--- config.mk ---
export PLATFORM = sky130hd
export DESIGN_NAME = sync_filter
export DESIGN_NICKNAME = d
export VERILOG_FILES = /design/src/rtl/sync_filter.sv
export SDC_FILE = /design/constraint.sdc
export NUM_CORES = 1
export LEC_CHECK = 0
export CAP_MARGIN = 5
export CORE_UTILIZATION = 30
export CTS_CLUSTER_DIAMETER = 50
export DETAILED_ROUTE_END_ITERATION = 8
export DONT_BUFFER_PORTS = 1
export PLACE_DENSITY = 0.55
export REMOVE_ABC_BUFFERS = 1
export SYNTH_ARGS = -nofsm -noshare
export SYNTH_HDL_FRONTEND = slang
export SYNTH_SLANG_ARGS = --single-unit
--- constraint.sdc ---
create_clock -name clk -period 5.6 [get_ports clk]
set_input_delay 0.56 -clock clk [delete_from_list [all_inputs] [get_ports clk]]
set_output_delay 0.56 -clock clk [all_outputs]
set_load 0.1 [all_outputs]
--- src/rtl/sync_filter.sv ---
// sync_filter: multi-bit async input synchronizer with glitch filter
// and registered rise/fall/update pulses. Per-bit or whole-bus filtering.
module sync_filter #(
    parameter int                    DATA_WIDTH  = 16,
    parameter int                    SYNC_STAGES = 2,
    parameter logic [DATA_WIDTH-1:0] INIT_VALUE  = '0,
    parameter int                    FILT_CNT_W  = 4,
    parameter bit                    BUS_MODE    = 1'b0
) (
    input  logic                  clk,
    input  logic                  rstn,
    input  logic [DATA_WIDTH-1:0] din,
    input  logic                  filt_en,
    input  logic [FILT_CNT_W-1:0] filt_len,
    output logic [DATA_WIDTH-1:0] dout_sync,
    output logic [DATA_WIDTH-1:0] dout,
    output logic [DATA_WIDTH-1:0] rise,
    output logic [DATA_WIDTH-1:0] fall,
    output logic                  upd
);

    generate
        if (SYNC_STAGES < 2 || SYNC_STAGES > 4) begin : g_bad_stages
            $error("sync_filter: SYNC_STAGES must be in 2..4");
        end
    endgenerate

    // One channel per bit, or a single channel spanning the whole bus.
    localparam int NCH = BUS_MODE ? 1 : DATA_WIDTH;
    localparam int CW  = BUS_MODE ? DATA_WIDTH : 1;

    logic [DATA_WIDTH-1:0] sync_q [SYNC_STAGES];
    logic [DATA_WIDTH-1:0] dout_next;

    assign dout_sync = sync_q[SYNC_STAGES-1];

    // Synchronizer chain: din enters stage 0, dout_sync is the last stage.
    always_ff @(posedge clk or negedge rstn) begin
        if (!rstn) begin
            for (int i = 0; i < SYNC_STAGES; i++)
                sync_q[i] <= INIT_VALUE;
        end else begin
            sync_q[0] <= din;
            for (int i = 1; i < SYNC_STAGES; i++)
                sync_q[i] <= sync_q[i-1];
        end
    end

    genvar ch;
    generate
        for (ch = 0; ch < NCH; ch++) begin : g_ch
            logic [CW-1:0]         s_c;
            logic [CW-1:0]         dout_c;
            logic [CW-1:0]         cand_q;
            logic [CW-1:0]         cand_n;
            logic [CW-1:0]         dout_n;
            logic [FILT_CNT_W-1:0] cnt_q;
            logic [FILT_CNT_W-1:0] cnt_n;

            assign s_c    = dout_sync[ch*CW +: CW];
            assign dout_c = dout[ch*CW +: CW];
            assign dout_next[ch*CW +: CW] = dout_n;

            // Candidate must stay stable filt_len+2 samples to be accepted;
            // >= lets a lowered filt_len release a pending count at once.
            always_comb begin
                cand_n = cand_q;
                cnt_n  = cnt_q;
                dout_n = dout_c;
                if (!filt_en) begin
                    dout_n = s_c;
                    cand_n = s_c;
                    cnt_n  = '0;
                end else if (s_c != cand_q) begin
                    cand_n = s_c;
                    cnt_n  = '0;
                end else if (cand_q != dout_c) begin
                    if (cnt_q >= filt_len) begin
                        dout_n = cand_q;
                        cnt_n  = '0;
                    end else begin
                        cnt_n = cnt_q + 1'b1;
                    end
                end else begin
                    cnt_n = '0;
                end
            end

            // Per-channel candidate and stability counter.
            always_ff @(posedge clk or negedge rstn) begin
                if (!rstn) begin
                    cand_q <= INIT_VALUE[ch*CW +: CW];
                    cnt_q  <= '0;
                end else begin
                    cand_q <= cand_n;
                    cnt_q  <= cnt_n;
                end
            end
        end
    endgenerate

    // Filtered output and edge pulses, registered on the same edge.
    always_ff @(posedge clk or negedge rstn) begin
        if (!rstn) begin
            dout <= INIT_VALUE;
            rise <= '0;
            fall <= '0;
            upd  <= 1'b0;
        end else begin
            dout <= dout_next;
            rise <= dout_next & ~dout;
            fall <= ~dout_next & dout;
            upd  <= |(dout_next ^ dout);
        end
    end

endmodule

Yosys cells after proc, flatten, opt, wreduce, memory -nomap -nowiden
Index checks and enable logic that the tools add are counted.
{ "totals": {"elab_cells": 284, "reg_bits": 161, "input_bits": 23} }
{ "classes": {"add_sub_neg": 16, "muxes": 160, "reduce_logical": 1, "bitwise_logic": 5, "order_cmp": 16, "eq_ne": 48} }
{ "op_table": {"columns": ["cell", "count"], "rows": [
  ["$mux 4", 64],
  ["$mux 1", 96],
  ["$add 4x1->4 const B", 16],
  ["$ge 4x4->1", 16],
  ["$and 16x16->16", 2],
  ["$ne 1x1->1", 32],
  ["$ne 2x1->1 const B", 16],
  ["$not 16->16", 2],
  ["$reduce_or 16->1", 1],
  ["$xor 16x16->16", 1]
]} }

Logic depth before layout (Yosys ltp)
{ "logic_depth": {"word_depth": 7, "depth_mapped": 9, "depth_no_buf": 9} }

Worst setup path after synthesis
No wires, ideal clock.
{ "synth_timing": {"path_type": "input port to flip-flop", "from": "input filt_len[2]", "to": "register upd", "stages": 9, "setup_slack_ns": 2.663, "path_buffers": 0, "setup_ns": 0.139, "arrival_time_ns": 2.799, "path_cell_list": "inv_1 ha_1 o21a_1 nor2_1 or2_2 a311o_1 ha_1 nand4_1 or4_1"} }
{ "synth_via": {"elab_chain_len": 7, "elab_cells_between_ends": 82} }
{ "synth_lines": {"columns": ["element", "line", "rtl"], "rows": [
  ["start, declared", "14", "input logic [FILT_CNT_W-1:0] filt_len,"],
  ["$ge 4x4->1", "78", "if (cnt_q >= filt_len) begin"],
  ["$mux 1", "78", null],
  ["$mux 1", "77", "end else if (cand_q != dout_c) begin"],
  ["$mux 1", "74", "end else if (s_c != cand_q) begin"],
  ["$mux 1", "70", "if (!filt_en) begin"],
  ["net g_ch[11].dout_n", "56", "logic [CW-1:0] dout_n;"],
  ["$xor 16x16->16", "113", "upd <= |(dout_next ^ dout);"],
  ["$reduce_or 16->1", "113", null],
  ["end signal, assigned", "113", null],
  ["end, declared", "19", "output logic upd"]
]} }
The timed path passes the listed nets, and every way through them passes these cells.
A chain may end at the register's enable or synchronous reset.

Worst setup path in the final report
{ "layout_timing": {"from": "input filt_len[1]", "to": "register upd"} }
{ "layout_via": {"elab_chain_len": 7, "elab_cells_between_ends": 82} }
{ "layout_lines": {"columns": ["element", "line"], "rows": [
  ["$ge 4x4->1", "78"],
  ["$mux 1", "78"],
  ["$mux 1", "77"],
  ["$mux 1", "74"],
  ["$mux 1", "70"],
  ["net g_ch[14].dout_n", "56"],
  ["$xor 16x16->16", "113"],
  ["$reduce_or 16->1", "113"]
]} }
The timed path passes the listed nets, and every way through them passes these cells.

==> impl_results.md <==
- Worst Setup EP: upd$_DFF_PN0_
- PortBufs: 0
- Yosys top cell by area: dfrtp_1
- GPL Wtd Cong: 0.755
- Hold Crit Class: primary input to async pin
- TritonRoute pass-1 iters: 4
- Share of the synthesized area in the top cell type: 0.481
- First-pass GRT wire length: ~27 mm
- Die ar.: approximately 29000 µm²
- WP data arrival: approximately 3.4 ns
- Final instance area: between 9000 and 10000 µm²
- Status: complete, no violations
- Share of layout cells above drive strength 1: 0.114
- Clock slew at reported path FFs: roughly 0.070 ns
- Initial antenna violation count: 1
- Leak: 4.27 nW
- ANT cells: 0
- CTS HTree Levels: 4
- CP startpoint: filt_len[1]
- Critical R2R Launch: g_ch[14].cnt_q[0]$_DFF_PN0_
- Area of the core: 27200 µm²
- Critical path data required time: 5.90 ns
- Final setup viols: 0
- Placed cell area: ~8600 µm²
- Hold Vio Cnt, Final: 0
- Period utilization: 0.560
- Clock tree buffer depth: 2
- CP dominant cell by count: ha_1
- #FFs+latches synth: around 160
- Mean Syn Cell Area: between 10 and 15 µm²
- WS Path Type: primary input to register
- CTS root buffer: clkbuf_16
- Routed Antenna Nets: 0
- Power Dens Cells: 343 nW/µm²
- Area Growth Syn to Fin: 10.5%
- Initial DRC Count: ~210
- Commonest non-fill, non-tap cell in the layout: dfrtp_1
- Crit path max fanout: 16
- Detailed placement HPWL: ~11 mm
- Starting Density: 0.308
- Worst VDD drop: a little over 0.2 mV
- Total clock sinks: 161
- Post-CTS Setup Repair Bufs: 0
- Chip width: 169 µm
- Synth area leaders: dfrtp_1 48%, ha_1 17%, a2111oi_4 5.3%, nor2_1 4.0%, nand2b_4 2.5%
- Critical Path Source Type: primary input
- Slew Viols, Final: 0
- Mapped Cells: 714
- Final #Nets: 832
- Crit-path cells: inv_1 -> ha_1 -> a2111oi_4 -> nor3_1 -> a311o_1 -> ha_1 -> nand4_1 -> or4_1
- Worst setup EP type: register
- DR vias: about 5000
- Final setup TNS: 0 ns
- CTS tree: done
- Netlist cell types: 32
- Reg2reg setup slack: around 2.7 ns
- Fmax: around 320 MHz
- Final hold slack: about 0.1 ns
- Worst Skew: 0.0108 ns
- Final WL: 16.6 mm
- RSZ-0062 raised after global routing: false
- Most frequent cells in the layout: 161 x dfrtp_1, 112 x ha_1, 90 x nor2_1
- CTS Buf Count: 17
- Reg-to-reg endpoint: upd$_DFF_PN0_
- Cell Rows: 60
- Final Critical Period: between 3 and 4 ns
- DRC viols: 0
- Gr ovfl total: 0
- Worst-Margin Slew: approximately 1.1 ns
- Yosys synthesis warning count: 0
- Mapped Area: about 8400 µm²
- All-Layer GR Usage: 0.126
- Largest net degree at the start of global routing: ~160
- Max-cap violations: 0
- Post-synthesis sequential area ratio: 0.481
- Cell count of the worst reg-to-reg path: 9
- Clk_lat worst skew: ~0.42 ns
- Ports: 88
- CTS resizes: 0
- Number of global-route vias before repair: around 5100
- Critical path's largest stage delay: around 0.64 ns
- Max transition margin: 0.259
- Per-cell routed wire length: 15.4 µm
- Via density per instance: 4.64
- Worst path slowest cell: inv_1
- Die Y-Extent: about 170 µm
[layer usage]
layer	up-vias	GRT usage	part of all wire
met4	2	0.0392	0.011
met3	13	0.0426	0.055
met2	89	0.191	0.45
met5	-	0	0.00078
met1	2457	0.169	0.49
li1	2459	-	-
[layout make-up]
| type | count | area, µm² |
|---|---|---|
| fill | 2693 | 17900 |
| sequential | 161 | 4030 |
| multi-input combinational | 461 | 3940 |
| tap | 372 | 465 |
| clock buffer | 18 | 429 |
| inverter | 53 | 199 |
| clock inverter | 14 | 153 |
| timing repair buffer | 3 | 42.5 |
[sequential cells by signal, indices dropped and copies added, names as in the netlist]
name	flops
sync_q	16
fall	16
dout	16
rise	16
dout_sync	16
g_ch.cnt_q	64
upd	1
g_ch.cand_q	16
[logic make-up after synthesis]
family,Yosys count,synth area share
AND/OR/NAND/NOR,213,0.131
flip-flops,161,0.481
adder cells (fa/ha/maj),112,0.167
AO/OA/AOI/OAI,103,0.138
buffers and inverters,92,0.0488
XOR/XNOR,32,0.0335
multiplexers,1,0.00120
[timing repair]
action / in CTS / in global routing
setup endpoints to repair: 0 / 0
hold buffers: 1 / 0
endpoints found under the hold margin: 161 / 0
[worst min-delay path by stage]
stage | start | to | slack (ns) | cells after the start
finish | rstn | g_ch[9].cnt_q[3]$_DFF_PN0_ | 0.10 | 1
global route | din[10] | sync_q[26]$_DFF_PN0_ | 0.12 | 0
CTS | din[10] | sync_q[26]$_DFF_PN0_ | 0.12 | 0
detailed placement | rstn | g_ch[9].cnt_q[0]$_DFF_PN0_ | 0.27 | 0
global placement | rstn | g_ch[9].cnt_q[0]$_DFF_PN0_ | 0.27 | 0
floorplan | rstn | dout[0]$_DFF_PN0_ | 0.26 | 0
[through the flow]
step	utilization	std cells	total power, mW	setup slack [ns]
2_1_floorplan	-	675	1.92	2.66
3_3_place_gp	0.318	1049	2.01	1.99
3_5_place_dp	0.318	1049	2.01	1.97
4_1_cts	0.341	1082	3.24	2.43
5_1_grt	0.341	1082	3.34	2.29
6_report	0.341	1082	3.18	2.46
[synthesized netlist by cell type, drive strengths merged]
cell type	instances
nand4	4
a311oi	15
a2111oi	16
mux2i	1
nand2	23
xor2	16
nor3	25
dfrtp	161
o211a	7
a311o	15
nand3	31
o21a	16
nor2	97
or2	8
a211oi	1
a211o	1
buf	19
or4	1
xnor2	16
inv	53
o31a	1
ha	112
o21ai	15
nand2b	16
o221ai	16
clkbuf	20
and3	8
[critical path, delay by kind of cell]
family | cells | cell delay (ns)
simple gates | 3 | 0.86
fa+ha+maj | 2 | 0.70
compound gates | 2 | 0.67
buf+inv | 1 | 0.64
[power breakdown]
group	internal [mW]	switching (mW)	leakage [nW]	total, mW
registers	1.23	0.461	2.05	1.69
logic	0.140	0.175	1.95	0.316
clock network	0.663	0.511	0.274	1.17
total	2.03	1.15	4.27	3.18
Note: power is estimated with default switching activity, not from simulation.
